$ cat src/rtl/hf_pkg.sv
// hf_pkg: shared constants for the HF reader path.
// Holds the datapath mode words, the reader sequencer state encoding,
// default guard/silence lengths and a saturating counter helper.
package hf_pkg;

    // Mode words understood by the HF modulation/demodulation datapath
    localparam logic [2:0] SNIFFER       = 3'b000;
    localparam logic [2:0] TAGSIM_LISTEN = 3'b001;
    localparam logic [2:0] TAGSIM_MOD    = 3'b010;
    localparam logic [2:0] READER_LISTEN = 3'b011;
    localparam logic [2:0] READER_MOD    = 3'b100;

    // Default bit-period counts for the reader sequencer
    localparam int GUARD_TICKS_DEF   = 8;
    localparam int SILENCE_TICKS_DEF = 4;

    // Reader transaction sequencer states
    typedef enum logic [2:0] {
        ST_IDLE    = 3'd0,
        ST_TX      = 3'd1,
        ST_GUARD   = 3'd2,
        ST_WAIT_RX = 3'd3,
        ST_RX      = 3'd4,
        ST_DONE    = 3'd5
    } seq_state_t;

    // Increment that sticks at all-ones instead of wrapping
    function automatic logic [15:0] sat_inc16(input logic [15:0] v);
        return (v == 16'hFFFF) ? 16'hFFFF : v + 16'd1;
    endfunction

endpackage

$ cat src/rtl/hf_bit_timer.sv
// hf_bit_timer: 16-bit loadable down-counter in bit periods.
// Load has priority over the tick; the count stops at zero.
module hf_bit_timer (
    input  logic        i_clk,
    input  logic        i_rst_n,
    input  logic        i_load,
    input  logic [15:0] i_load_val,
    input  logic        i_tick,
    output logic [15:0] o_count,
    output logic        o_zero
);

    logic [15:0] r_count;

    // Reload on request, otherwise count one bit period down per tick
    always_ff @(negedge i_clk or negedge i_rst_n) begin
        if (!i_rst_n) begin
            r_count <= 16'd0;
        end else if (i_load) begin
            r_count <= i_load_val;
        end else if (i_tick && (r_count != 16'd0)) begin
            r_count <= r_count - 16'd1;
        end
    end

    assign o_count = r_count;
    assign o_zero  = (r_count == 16'd0);

endmodule

$ cat src/rtl/hf_reader_seq.sv
// hf_reader_seq: sequences one ISO14443-A reader transaction
// (modulate, guard, wait for tag, receive, finish) and drives the
// 3-bit datapath mode word. All logic runs on negedge osc_clk.
// Optional: define HF_READER_SEQ_TICKGEN_EN to derive bit_tick from an
// internal 16-cycle counter; the bit_tick port is then ignored.
module hf_reader_seq
    import hf_pkg::*;
#(
    parameter int         GUARD_TICKS   = GUARD_TICKS_DEF,
    parameter int         SILENCE_TICKS = SILENCE_TICKS_DEF,
    parameter logic [2:0] IDLE_MODE     = READER_LISTEN
) (
    input  logic        osc_clk,
    input  logic        nrst,
    input  logic        bit_tick,
    input  logic        start,
    input  logic        abort,
    input  logic [11:0] tx_len,
    input  logic [15:0] timeout_len,
    input  logic        curbit,
    output logic [2:0]  mod_type,
    output logic        busy,
    output logic        done,
    output logic        timed_out,
    output logic [15:0] rx_len
);

    seq_state_t  r_state;
    seq_state_t  w_state_nxt;
    logic        w_tick;
    logic        w_accept;

    logic        w_tmr_load;
    logic [15:0] w_tmr_val;
    logic [15:0] w_tmr_cnt;
    logic        w_tmr_zero;
    logic        w_tmr_last;

    logic [15:0] r_to_len;
    logic [15:0] r_prov;
    logic [2:0]  r_mod_type;
    logic        r_busy;
    logic        r_done;
    logic        r_timed_out;
    logic [15:0] r_rx_len;

    logic [15:0] w_to_len_nxt;
    logic [15:0] w_prov_nxt;
    logic [2:0]  w_mod_nxt;
    logic        w_busy_nxt;
    logic        w_done_nxt;
    logic        w_to_nxt;
    logic [15:0] w_rx_len_nxt;

`ifdef HF_READER_SEQ_TICKGEN_EN
    logic [3:0] r_tick_cnt;

    // Free-running divider: one tick per 16 carrier cycles, first after 16
    always_ff @(negedge osc_clk or negedge nrst) begin
        if (!nrst) begin
            r_tick_cnt <= 4'd0;
        end else begin
            r_tick_cnt <= r_tick_cnt + 4'd1;
        end
    end

    assign w_tick = (r_tick_cnt == 4'd15);
`else
    assign w_tick = bit_tick;
`endif

    // Abort beats a simultaneous start, so a start is only taken alone
    assign w_accept = (r_state == ST_IDLE) && start && !abort;

    // The tick seen with the counter at 1 is the last one of the phase
    assign w_tmr_last = w_tmr_zero || (w_tmr_cnt == 16'd1);

    hf_bit_timer u_timer (
        .i_clk      (osc_clk),
        .i_rst_n    (nrst),
        .i_load     (w_tmr_load),
        .i_load_val (w_tmr_val),
        .i_tick     (w_tick),
        .o_count    (w_tmr_cnt),
        .o_zero     (w_tmr_zero)
    );

    // State register
    always_ff @(negedge osc_clk or negedge nrst) begin
        if (!nrst) begin
            r_state <= ST_IDLE;
        end else begin
            r_state <= w_state_nxt;
        end
    end

    // Next state and timer reload; loading on the transition cycle means a
    // tick in that same cycle is never counted by the new phase
    always_comb begin
        w_state_nxt = r_state;
        w_tmr_load  = 1'b0;
        w_tmr_val   = 16'd0;
        if ((r_state != ST_IDLE) && abort) begin
            w_state_nxt = ST_IDLE;
        end else begin
            case (r_state)
                ST_IDLE: begin
                    if (w_accept) begin
                        w_tmr_load = 1'b1;
                        if (tx_len == 12'd0) begin
                            w_state_nxt = ST_GUARD;
                            w_tmr_val   = 16'(GUARD_TICKS);
                        end else begin
                            w_state_nxt = ST_TX;
                            w_tmr_val   = {4'd0, tx_len};
                        end
                    end
                end
                ST_TX: begin
                    if (w_tick && w_tmr_last) begin
                        w_state_nxt = ST_GUARD;
                        w_tmr_load  = 1'b1;
                        w_tmr_val   = 16'(GUARD_TICKS);
                    end
                end
                ST_GUARD: begin
                    if (w_tick && w_tmr_last) begin
                        w_state_nxt = ST_WAIT_RX;
                        w_tmr_load  = 1'b1;
                        w_tmr_val   = r_to_len;
                    end
                end
                ST_WAIT_RX: begin
                    if (w_tick) begin
                        if (curbit) begin
                            w_state_nxt = ST_RX;
                            w_tmr_load  = 1'b1;
                            w_tmr_val   = 16'(SILENCE_TICKS);
                        end else if ((r_to_len != 16'd0) && w_tmr_last) begin
                            w_state_nxt = ST_DONE;
                        end
                    end
                end
                ST_RX: begin
                    if (w_tick) begin
                        if (curbit) begin
                            w_tmr_load = 1'b1;
                            w_tmr_val  = 16'(SILENCE_TICKS);
                        end else if (w_tmr_last) begin
                            w_state_nxt = ST_DONE;
                        end
                    end
                end
                ST_DONE: begin
                    w_state_nxt = ST_IDLE;
                end
                default: begin
                    w_state_nxt = ST_IDLE;
                end
            endcase
        end
    end

    // Output comb: next values of the registered outputs and result data
    always_comb begin
        w_mod_nxt    = (w_state_nxt == ST_TX)   ? READER_MOD :
                       (w_state_nxt == ST_IDLE) ? IDLE_MODE  : READER_LISTEN;
        w_busy_nxt   = (w_state_nxt != ST_IDLE);
        w_done_nxt   = (w_state_nxt == ST_DONE);
        w_to_nxt     = r_timed_out;
        w_rx_len_nxt = r_rx_len;
        w_prov_nxt   = r_prov;
        w_to_len_nxt = r_to_len;
        if (w_accept) begin
            w_to_nxt     = 1'b0;
            w_rx_len_nxt = 16'd0;
            w_to_len_nxt = timeout_len;
        end
        if ((r_state == ST_WAIT_RX) && (w_state_nxt == ST_DONE)) begin
            w_to_nxt = 1'b1;
        end
        if ((r_state == ST_WAIT_RX) && (w_state_nxt == ST_RX)) begin
            w_rx_len_nxt = 16'd1;
            w_prov_nxt   = 16'd1;
        end
        if ((r_state == ST_RX) && (w_state_nxt != ST_IDLE) && w_tick) begin
            w_prov_nxt = sat_inc16(r_prov);
            if (curbit) begin
                w_rx_len_nxt = sat_inc16(r_prov);
            end
        end
    end

    // Output and result registers
    always_ff @(negedge osc_clk or negedge nrst) begin
        if (!nrst) begin
            r_mod_type  <= IDLE_MODE;
            r_busy      <= 1'b0;
            r_done      <= 1'b0;
            r_timed_out <= 1'b0;
            r_rx_len    <= 16'd0;
            r_prov      <= 16'd0;
            r_to_len    <= 16'd0;
        end else begin
            r_mod_type  <= w_mod_nxt;
            r_busy      <= w_busy_nxt;
            r_done      <= w_done_nxt;
            r_timed_out <= w_to_nxt;
            r_rx_len    <= w_rx_len_nxt;
            r_prov      <= w_prov_nxt;
            r_to_len    <= w_to_len_nxt;
        end
    end

    assign mod_type  = r_mod_type;
    assign busy      = r_busy;
    assign done      = r_done;
    assign timed_out = r_timed_out;
    assign rx_len    = r_rx_len;

endmodule
$ cat config.mk
export PLATFORM = sky130hd
export DESIGN_NAME = hf_reader_seq
export DESIGN_NICKNAME = d
export VERILOG_FILES = /design/src/rtl/hf_pkg.sv /design/src/rtl/hf_bit_timer.sv /design/src/rtl/hf_reader_seq.sv
export SDC_FILE = /design/constraint.sdc
export NUM_CORES = 1
export LEC_CHECK = 0
export ABC_CLOCK_PERIOD_IN_PS = 1920
export BUFFER_PORTS_ARGS = -buffer_cell sky130_fd_sc_hd__buf_2
export CORE_ASPECT_RATIO = 0.9
export CORE_MARGIN = 2
export CORE_UTILIZATION = 52
export DETAILED_ROUTE_END_ITERATION = 12
export GPL_ROUTABILITY_DRIVEN = 1
export PLACE_DENSITY = 0.84
export SKIP_LAST_GASP = 1
export SLEW_MARGIN = 20
export SYNTH_ARGS = -nofsm -noshare
export SYNTH_HDL_FRONTEND = slang
export SYNTH_SLANG_ARGS = --single-unit
$ cat constraint.sdc
create_clock -name osc_clk -period 1.92 [get_ports osc_clk]
set_input_delay 0 -clock osc_clk [delete_from_list [all_inputs] [get_ports osc_clk]]
set_output_delay 0 -clock osc_clk [all_outputs]
set_load 0.03 [all_outputs]
==> results of run 1 <==
-- layer usage --
metal / vias up / GRT usage (%)
li1: 1766 / -
met4: 0 / 11.4
met3: 65 / 6.84
met1: 1968 / 39.3
met5: - / 0
met2: 272 / 49.2
-- where the power goes --
part | leakage, nW | switching, W | internal (W)
sequential | 0.950 | 0.000434 | 0.00196
clock | 0.105 | 0.000595 | 0.000637
combinational | 1.54 | 0.00158 | 0.00134
-- cell usage in the layout (no fill, tap or decap), types with 13 or more instances in the layout --
cell type   n
mux2i_1    18
dfrtn_1    71
xor2_1     13
nor2_1     13
buf_6      19
nand2_1    90
o21ai_0    20
buf_4      80
buf_2      29
-- flip-flops by register name (all words and copies together) (netlist names) --
| register | cells |
|---|---|
| busy | 1 |
| mod_type | 2 |
| u_timer.o_count | 16 |
| r_state | 3 |
| r_to_len | 16 |
| rx_len | 16 |
| done | 1 |
| timed_out | 1 |
| r_prov | 16 |
-- cells by family (layout without fill, tap and decap cells) --
kind of cell / Yosys count / in the layout
xor+xnor: 23 / 23
simple gates: 183 / 183
fa+ha+maj: 4 / 4
compound gates: 86 / 86
flops: 72 / 72
buf+inv: 26 / 159
other cells: 0 / 1
mux: 20 / 20
-- how the worst max path moves through the flow --
stage / from / end / slack, ns / cells past startpoint
after CTS: tx_len[3] / mod_type[2]$_DFF_NN0_ / -0.18 / 7
after detailed placement: tx_len[3] / mod_type[2]$_DFF_NN0_ / -0.59 / 7
after global routing: r_to_len[3]$_DFFE_NN0P_ / busy$_DFF_NN0_ / -0.31 / 5
after global placement: tx_len[7] / timed_out$_DFFE_NN0P_ / -0.50 / 7
final: u_timer.o_count[14]$_DFFE_NN0P_ / u_timer.o_count[2]$_DFFE_NN0P_ / -0.23 / 7
after floorplan: tx_len[0] / mod_type[2]$_DFF_NN0_ / -0.27 / 6
-- worst max-delay path: stages (launching register included) --
cell and delay, ns:
dfrtn_1 0.41, nor2_1 0.36, o211ai_1 0.15, buf_4 0.20, a211oi_2 0.20, o31a_1 0.22, buf_6 0.16, mux2_4 0.30
-- stage by stage --
stage / TNS [ns] / cells
global placement: -21.02 / 616
CTS: -2.59 / 635
floorplan: -4.82 / 414
global route: -5.29 / 644
detailed placement: -23.93 / 616
finish: -4.34 / 644
-- repair_timing --
item	4_1_cts	5_1_grt
setup buffers	3	8
endpoints found under the hold margin	0	0
gates resized for setup	34	55
hold buffers	0	0
gates cloned	0	1
pin swaps	7	18
setup endpoints to repair	47	68
-- cell type report --
type	count	area (µm²)
diodes	1	2.50
well taps	96	120
repair buffers	139	1100
fillers	450	1910
inverters	3	11.3
flip-flops and latches	72	1800
clock inverters	6	60.1
clock buffers	11	141
multi-input cells	316	2320
==> results.py, run 1 <==
metrics = {
    "job": {
        "cap_violations": 0,
    },
    "synthesis": {
        "synth-main-ff-cell": "dfrtn_1",
        "synth_enable_flop_cells": 0,
        "synth_top_family_by_area": "simple AND/OR/NAND/NOR gates",
        "synth_area_um2": 3970,
        "synthMuxAreaShare_pct": 5.10,
        "synth_seq_area_share_pct": 45.4,
        "synth-compound-area-share_pct": 15.7,
        "yosys.area.top_type": "dfrtn_1",
        "synth.area.top_cells": "dfrtn_1 45%, nand2_1 8.7%, mux2i_1 4.5%, o21ai_0 2.9%, xor2_1 2.9%",
        "synth_nets": 452,
        "synth_fa_ha_area_share_pct": 1.26,
        "synth-seq-cells": 72,
        "postSynthCellCount": 414,
        "synth_xor_area_share_pct": 5.07,
        "yosys_warnings": 0,
        "synth_common_cells": "92 x nand2_1, 71 x dfrtn_1, 23 x o21ai_0, 18 x mux2i_1, 15 x nor2_1",
        "synth_cell_types": 62,
        "synth_area_per_cell_um2": 9.60,
        "yosysMostFrequentCell": "nand2_1",
        "async_reset_ff_share_pct": 100,
        "synthSimpleGateAreaFrac_pct": 24.1,
        "synth_top_area_share_pct": 44.7,
    },
    "run_status": {
        "outcome": "finished with violations",
        "violations": "negative setup slack",
    },
    "worst_hold_path": {
        "hold_start": "rx_len[8]$_DFF_NN0_",
        "hold_end": "rx_len[8]$_DFF_NN0_",
        "min_delay_path_depth": 2,
        "holdCritPathClass": "reg -> reg",
    },
    "timing": {
        "clock_skew_ns": 0.0699,
        "slew_viol_final": 0,
        "rsz0062_at_grt": "yes",
        "setup_viol": 28,
        "hold_slack_ns": 0.410,
        "worst_slew_pin_slew_ns": 0.588,
        "clock.fmax_mhz": 466,
        "hold_viol": 0,
        "maxSlewHeadroom_pct": 60.6,
        "finalCriticalPeriod_ns": 2.15,
        "setup_ws_ns": -0.228,
        "finalCritPeriodShare_pct": 112,
    },
    "drt": {
        "viasPerCell": 6.32,
        "postRouteAntennaNets": 0,
        "num_vias": 4071,
        "wl_met2_mm": 6.33,
        "first_iter_violations": 366,
        "drt-pass1-iter-count": 5,
        "route.met3.wl_mm": 1.13,
        "drc_errors": 0,
        "met1_length_mm": 5.22,
        "finalWirelength_mm": 13.4,
        "wl_per_cell_um": 20.8,
        "maxUsedRoutingLayer": "met4",
    },
    "floorplan": {
        "die_x_um": 96.1,
        "rows": 30,
        "die-area_um2": 8360,
        "ios": 56,
        "core_area_um2": 7470,
        "dieHeight_um": 86.9,
        "initial_utilization_pct": 53.2,
    },
    "finish": {
        "nets": 580,
        "area_growth_pct": 40.0,
        "drive_above_1_share_pct": 38.4,
        "fin_area_um2": 5560,
        "fin_util_pct": 74.5,
    },
    "clocking": {
        "cts.path.max_buffers": 2,
        "cts_made_buffers": 9,
        "insertion_delay_ns": 0.40,
        "tritoncts": "built",
        "cts_root_buffer": "clkbuf_8",
        "cts.sinks": 72,
        "cts-htree-levels": 3,
        "clkSlewWorstSetupHoldPaths_ns": 0.05,
    },
    "setup_path": {
        "critical_path_class": "reg -> reg",
        "crit_path_max_fanout": 4,
        "crit_path_end_kind": "register",
        "rr_startpoint": "u_timer.o_count[14]$_DFFE_NN0P_",
        "arrival_ns": 3.29,
        "required_ns": 3.06,
        "rrSetupSlack_ns": -0.23,
        "worstReg2RegEnd": "u_timer.o_count[2]$_DFFE_NN0P_",
        "r2r_cells": 7,
        "startpoint_type": "register",
    },
    "power": {
        "powerDensity_nw_per_um2": 1180,
        "p_total_w": 0.00654,
        "p_leak_nw": 2.59,
        "irDropWorstVdd_v": 0.000962,
    },
    "global_route": {
        "grt_util_all_layers_pct": 30.2,
        "grt_pass1_wl_mm": 19.1,
        "antenna_found_initial": 1,
        "grt_pass1_vias": 3837,
        "grt_start_max_net_pins": 46,
        "grt_overflow": 0,
    },
    "placed_design": {
        "dpl-instance-area_um2": 4940,
        "dp_hpwl_mm": 7.62,
        "port_buffers": 55,
        "gp_congestion": 0.923,
        "place_ws_ns": -0.588,
    },
}
No activity file was read; power rests on OpenSTA's default activity.
==> run 2, diff against run 1 <==
- CORE_UTILIZATION: 52 -> 37
- PLACE_DENSITY: 0.84 -> 0.66
==> run 2 against run 1 <==
Effect of this change:
- the run ends with design-rule violations, negative setup slack left
- global-route usage fell by 11 points
- utilization decreased by 18 points
- via count is 8.4% lower
- register-to-register slack better by 0.14 ns
- sequential cell count unchanged
==> results.py, run 2 (synthesis results as in run 1) <==
metrics = {
    "finish": {
        "final_common_cell": "buf_4",
        "fin_util_pct": 56.0,
        "drive_above_1_share_pct": 38.5,
        "nets": 592,
        "fillers": 873,
        "area_growth_pct": 45.8,
        "layout_common_cells": "93 x buf_4, 88 x nand2_1, 71 x dfrtn_1",
    },
    "clocking": {
        "cts.path.max_buffers": 2,
        "cts-htree-levels": 3,
        "insertion_delay_ns": 0.38,
        "tritoncts": "built",
        "cts_made_buffers": 9,
        "cts.sinks": 72,
        "cts_root_buffer": "clkbuf_16",
        "clkSlewWorstSetupHoldPaths_ns": 0.04,
    },
    "global_route": {
        "grt_pass1_vias": 3664,
        "grt_pass1_wl_mm": 18.0,
        "antenna_found_initial": 0,
        "grtUsageMet2_pct": 32.6,
        "grt_overflow": 0,
        "met3_usage_pct": 3.38,
        "grt.busiest_layer": "met2",
        "grt_start_max_net_pins": 40,
        "grt_util_all_layers_pct": 19.6,
        "use_met1_pct": 26.2,
    },
    "drt": {
        "num_vias": 3731,
        "first_iter_violations": 231,
        "postRouteAntennaNets": 0,
        "drc_errors": 4,
        "drt-pass1-iter-count": 9,
        "finalWirelength_mm": 11.3,
        "wl_per_cell_um": 16.4,
        "viasPerCell": 5.42,
    },
    "floorplan": {
        "die_x_um": 113,
        "ios": 56,
        "initial_utilization_pct": 38.4,
        "rows": 35,
        "core_area_um2": 10300,
        "die-area_um2": 11600,
        "dieHeight_um": 102,
    },
    "run_status": {
        "outcome": "finished with violations",
        "violations": "design-rule violations, negative setup slack",
    },
    "power": {
        "internal-power_w": 0.00465,
        "pwr-share-comb_pct": 38.2,
        "p_leak_nw": 2.71,
        "swShare_pct": 34.7,
        "pwr-share-clk_pct": 29.0,
        "powerDensity_nw_per_um2": 1230,
        "seq_power_share_pct": 32.8,
        "irDropWorstVdd_v": 0.000683,
        "switching_power_w": 0.00247,
        "p_total_w": 0.00713,
    },
    "setup_path": {
        "required_ns": 1.15,
        "crit_path_max_fanout": 4,
        "rrSetupSlack_ns": -0.09,
        "crit_path_end_kind": "register",
        "arrival_ns": 1.28,
        "startpoint_type": "primary input",
        "critical_path_class": "in -> reg",
    },
    "timing": {
        "clock_skew_ns": 0.0473,
        "hold_viol": 0,
        "worst_slew_pin_slew_ns": 0.439,
        "setup_ws_ns": -0.134,
        "slew_viol_final": 0,
        "maxSlewHeadroom_pct": 70.5,
        "finalSetupTns_ns": -1.30,
        "rsz0062_at_grt": "yes",
        "setup_viol": 18,
    },
    "worst_hold_path": {
        "holdCritPathClass": "in -> async",
    },
    "placed_design": {
        "gp_congestion": 0.899,
        "port_buffers": 55,
        "dp_hpwl_mm": 7.91,
    },
    "job": {
        "cap_violations": 0,
    },
}
-- run 2: stage by stage --
| stage | cell area [µm²] | hold WS [ns] | instances | worst slack [ns] |
|---|---|---|---|---|
| after global placement | 5020 | 0.408 | 654 | -0.514 |
| after CTS | 5470 | 0.403 | 671 | -0.224 |
| after global routing | 5790 | 0.418 | 687 | -0.207 |
| final | 5790 | 0.398 | 688 | -0.134 |
| after floorplan | 4140 | 0.428 | 414 | -0.270 |
| after detailed placement | 5020 | 0.416 | 654 | -0.598 |
-- run 2: what timing repair did --
| item | 4_1_cts | 5_1_grt |
|---|---|---|
| setup endpoints to repair | 39 | 70 |
| buffers inserted | 2 | 14 |
| resized for setup | 20 | 64 |
| hold buffers | 0 | 0 |
| pin swaps | 6 | 15 |
| gates cloned | 0 | 2 |
-- run 2: critical path, cell delays in order --
cell,delay (ns)
buf_8,0.10
nor4_4,0.29
nand3_2,0.13
a21o_1,0.20
o41ai_4,0.30
inv_1,0.13
o211a_1,0.13
-- run 2: worst paths after layout --
path,from,cells past startpoint,to
min in group osc_clk,rx_len[6]$_DFF_NN0_,2,rx_len[6]$_DFF_NN0_
worst min register to register,rx_len[6]$_DFF_NN0_,2,rx_len[6]$_DFF_NN0_
worst max-delay path,tx_len[11],7,mod_type[2]$_DFF_NN0_
worst min-delay path,nrst,1,r_to_len[4]$_DFFE_NN0P_
worst max register to register,u_timer.o_count[4]$_DFFE_NN0P_,6,mod_type[2]$_DFF_NN0_
max in group asynchronous,nrst,2,rx_len[0]$_DFF_NN0_
-- run 2: layout make-up --
| type | count | area (µm²) | area share, % |
|---|---|---|---|
| tap | 129 | 161 | 2.79 |
| timing repair buffer | 150 | 1140 | 19.7 |
| inverter | 3 | 11.3 | 0.194 |
| sequential | 72 | 1800 | 31.1 |
| clock buffer | 10 | 229 | 3.95 |
| antenna | 1 | 2.50 | 0.0432 |
| multi-input combinational | 317 | 2310 | 39.9 |
| clock inverter | 6 | 133 | 2.29 |
-- run 2: metal layers --
| layer | vias up | part of all wire, % | wire length (µm) |
|---|---|---|---|
| met4 | 0 | 1.3 | 150 |
| met2 | 97 | 48 | 5480 |
| met3 | 11 | 4.9 | 554 |
| met1 | 1830 | 45 | 5130 |
| met5 | - | 0 | 0 |
| li1 | 1793 | - | - |
-- run 2: power groups by stage --
stage	Combinational [W]	Sequential [W]	Clock [W]
finish	0.00272	0.00234	0.00207
global route	0.00297	0.00239	0.00215
CTS	0.00244	0.00232	0.00208
detailed placement	0.00233	0.00232	0.00000652
global placement	0.00227	0.00230	0.00000652
floorplan	0.00139	0.00236	0.00000652
==> run 3, diff against run 2 <==
- CELL_PAD_IN_SITES_DETAIL_PLACEMENT: default -> 1
- CELL_PAD_IN_SITES_GLOBAL_PLACEMENT: default -> 2
- CORE_UTILIZATION: 37 -> 32
- PLACE_DENSITY: 0.66 -> 0.83
==> run 3 against run 2 <==
Effect of this change:
- the run ends with negative setup slack left
- worst hold slack got worse by 0.0072 ns
- first-iteration DRC count is 28% lower
- sequential cell count unchanged
- wire length increased by 23%
- worst setup slack got worse by 0.0053 ns
- combinational power up 21%
- power is 3.3% higher
- global-route usage up 1.2 points
- die area rose by 15%
- register-to-register slack lost 0.05 ns
- clock power decreased by 19%
- final cell count increased by 6.4%
- largest power group unchanged
- highest routed layer unchanged
==> results.py, run 3 (synthesis results as in run 1) <==
metrics = {
    "global_route": {
        "grt_pass1_vias": 4099,
        "use_met1_pct": 26.8,
        "grt_pass1_wl_mm": 21.2,
        "grt_start_max_net_pins": 43,
        "antenna_found_initial": 0,
        "met3_usage_pct": 3.79,
        "grt_overflow": 0,
        "grt.busiest_layer": "met2",
        "grt_util_all_layers_pct": 20.8,
        "grtUsageMet2_pct": 34.0,
    },
    "setup_path": {
        "worstReg2RegEnd": "done$_DFF_NN0_",
        "startpoint_type": "register",
        "rr_startpoint": "r_state[1]$_DFF_NN0_",
        "required_ns": 3.07,
        "rrSetupSlack_ns": -0.14,
        "crit_path_max_fanout": 6,
        "crit_path_end_kind": "register",
        "arrival_ns": 3.21,
        "critical_path_class": "reg -> reg",
        "r2r_cells": 6,
    },
    "finish": {
        "layout_common_cells": "101 x buf_4, 90 x nand2_1, 71 x dfrtn_1",
        "diodes": 0,
        "nets": 605,
        "area_growth_pct": 50.8,
        "drive_above_1_share_pct": 42.5,
        "fin_util_pct": 49.6,
        "final_common_cell": "buf_4",
        "fin_area_um2": 5990,
        "fin_cells": 732,
    },
    "floorplan": {
        "initial_utilization_pct": 32.9,
        "core_area_um2": 12100,
        "ios": 56,
        "die-area_um2": 13300,
        "dieHeight_um": 110,
        "die_x_um": 121,
        "rows": 38,
    },
    "drt": {
        "first_iter_violations": 166,
        "wl_per_cell_um": 19.0,
        "finalWirelength_mm": 13.9,
        "drt-pass1-iter-count": 4,
        "num_vias": 3860,
        "drc_errors": 0,
        "postRouteAntennaNets": 0,
        "viasPerCell": 5.27,
    },
    "timing": {
        "finalCritPeriodShare_pct": 107,
        "rsz0062_at_grt": "yes",
        "clock.fmax_mhz": 486,
        "finalCriticalPeriod_ns": 2.06,
        "hold_viol": 0,
        "setup_ws_ns": -0.139,
        "slew_viol_final": 0,
        "clock_skew_ns": 0.0514,
        "worst_slew_pin_slew_ns": 0.631,
        "maxSlewHeadroom_pct": 57.8,
        "setup_viol": 33,
    },
    "power": {
        "p_leak_nw": 2.75,
        "irDropWorstVdd_v": 0.000640,
        "powerDensity_nw_per_um2": 1230,
    },
    "placed_design": {
        "gp_congestion": 0.870,
        "dpl-instance-area_um2": 5100,
        "placed_cells": 690,
        "dp_hpwl_mm": 9.17,
        "port_buffers": 55,
    },
    "clocking": {
        "cts.path.max_buffers": 2,
        "cts.sinks": 72,
        "cts_root_buffer": "clkbuf_16",
        "tritoncts": "built",
        "cts-htree-levels": 3,
        "cts_made_buffers": 9,
        "clkSlewWorstSetupHoldPaths_ns": 0.04,
        "insertion_delay_ns": 0.40,
    },
    "worst_hold_path": {
        "holdCritPathClass": "in -> async",
    },
    "run_status": {
        "violations": "negative setup slack",
        "outcome": "finished with violations",
    },
    "job": {
        "cap_violations": 0,
    },
}
[run 3: final cells by class]
type	count	area [µm²]
fill	1361	6090
multi-input combinational	316	2390
sequential	72	1800
timing repair buffer	164	1290
clock buffer	10	229
tap	160	200
clock inverter	7	63.8
inverter	3	13.8
[run 3: per-layer routing]
layer | wire (µm) | vias to the layer above
li1 | - | 1819
met1 | 6250 | 1942
met2 | 6920 | 77
met3 | 440 | 22
met4 | 320 | 0
met5 | 0 | -
[run 3: where the power goes]
group | leakage (nW) | switching (W) | internal (W) | total, W
clock | 0.140 | 0.000683 | 0.00100 | 0.00168
sequential | 0.950 | 0.000428 | 0.00196 | 0.00239
combinational | 1.67 | 0.00170 | 0.00159 | 0.00329
[run 3: worst max-delay path by stage]
stage	slack (ns)	to	cells past startpoint	from
floorplan	-0.27	mod_type[2]$_DFF_NN0_	6	tx_len[0]
global placement	-0.56	timed_out$_DFFE_NN0P_	7	tx_len[7]
detailed placement	-0.65	mod_type[2]$_DFF_NN0_	7	tx_len[7]
CTS	-0.24	timed_out$_DFFE_NN0P_	8	tx_len[11]
global route	-0.20	timed_out$_DFFE_NN0P_	8	u_timer.o_count[8]$_DFFE_NN0P_
finish	-0.14	done$_DFF_NN0_	6	r_state[1]$_DFF_NN0_
[run 3: through the flow]
stage	setup slack [ns]	hold WS (ns)	total power (W)	TNS (ns)
after floorplan	-0.270	0.428	0.00375	-4.82
after global placement	-0.562	0.407	0.00465	-24.09
after detailed placement	-0.651	0.413	0.00479	-27.98
after CTS	-0.245	0.396	0.00689	-3.26
after global routing	-0.198	0.412	0.00777	-3.95
final	-0.139	0.390	0.00736	-1.43
[run 3: repair_timing]
item | in CTS | in global routing
setup endpoints to repair | 54 | 62
hold buffers | 0 | 0
resized for setup | 53 | 61
cloned | 1 | 0
setup buffers | 7 | 20
pin swaps | 12 | 18
[run 3: worst max-delay path: stages, from the launching register on]
cell and delay, ns:
dfrtn_1 0.40, or3_4 0.42, or3b_1 0.46, o21ai_2 0.25, a211oi_4 0.08, buf_4 0.15, nor4b_2 0.15
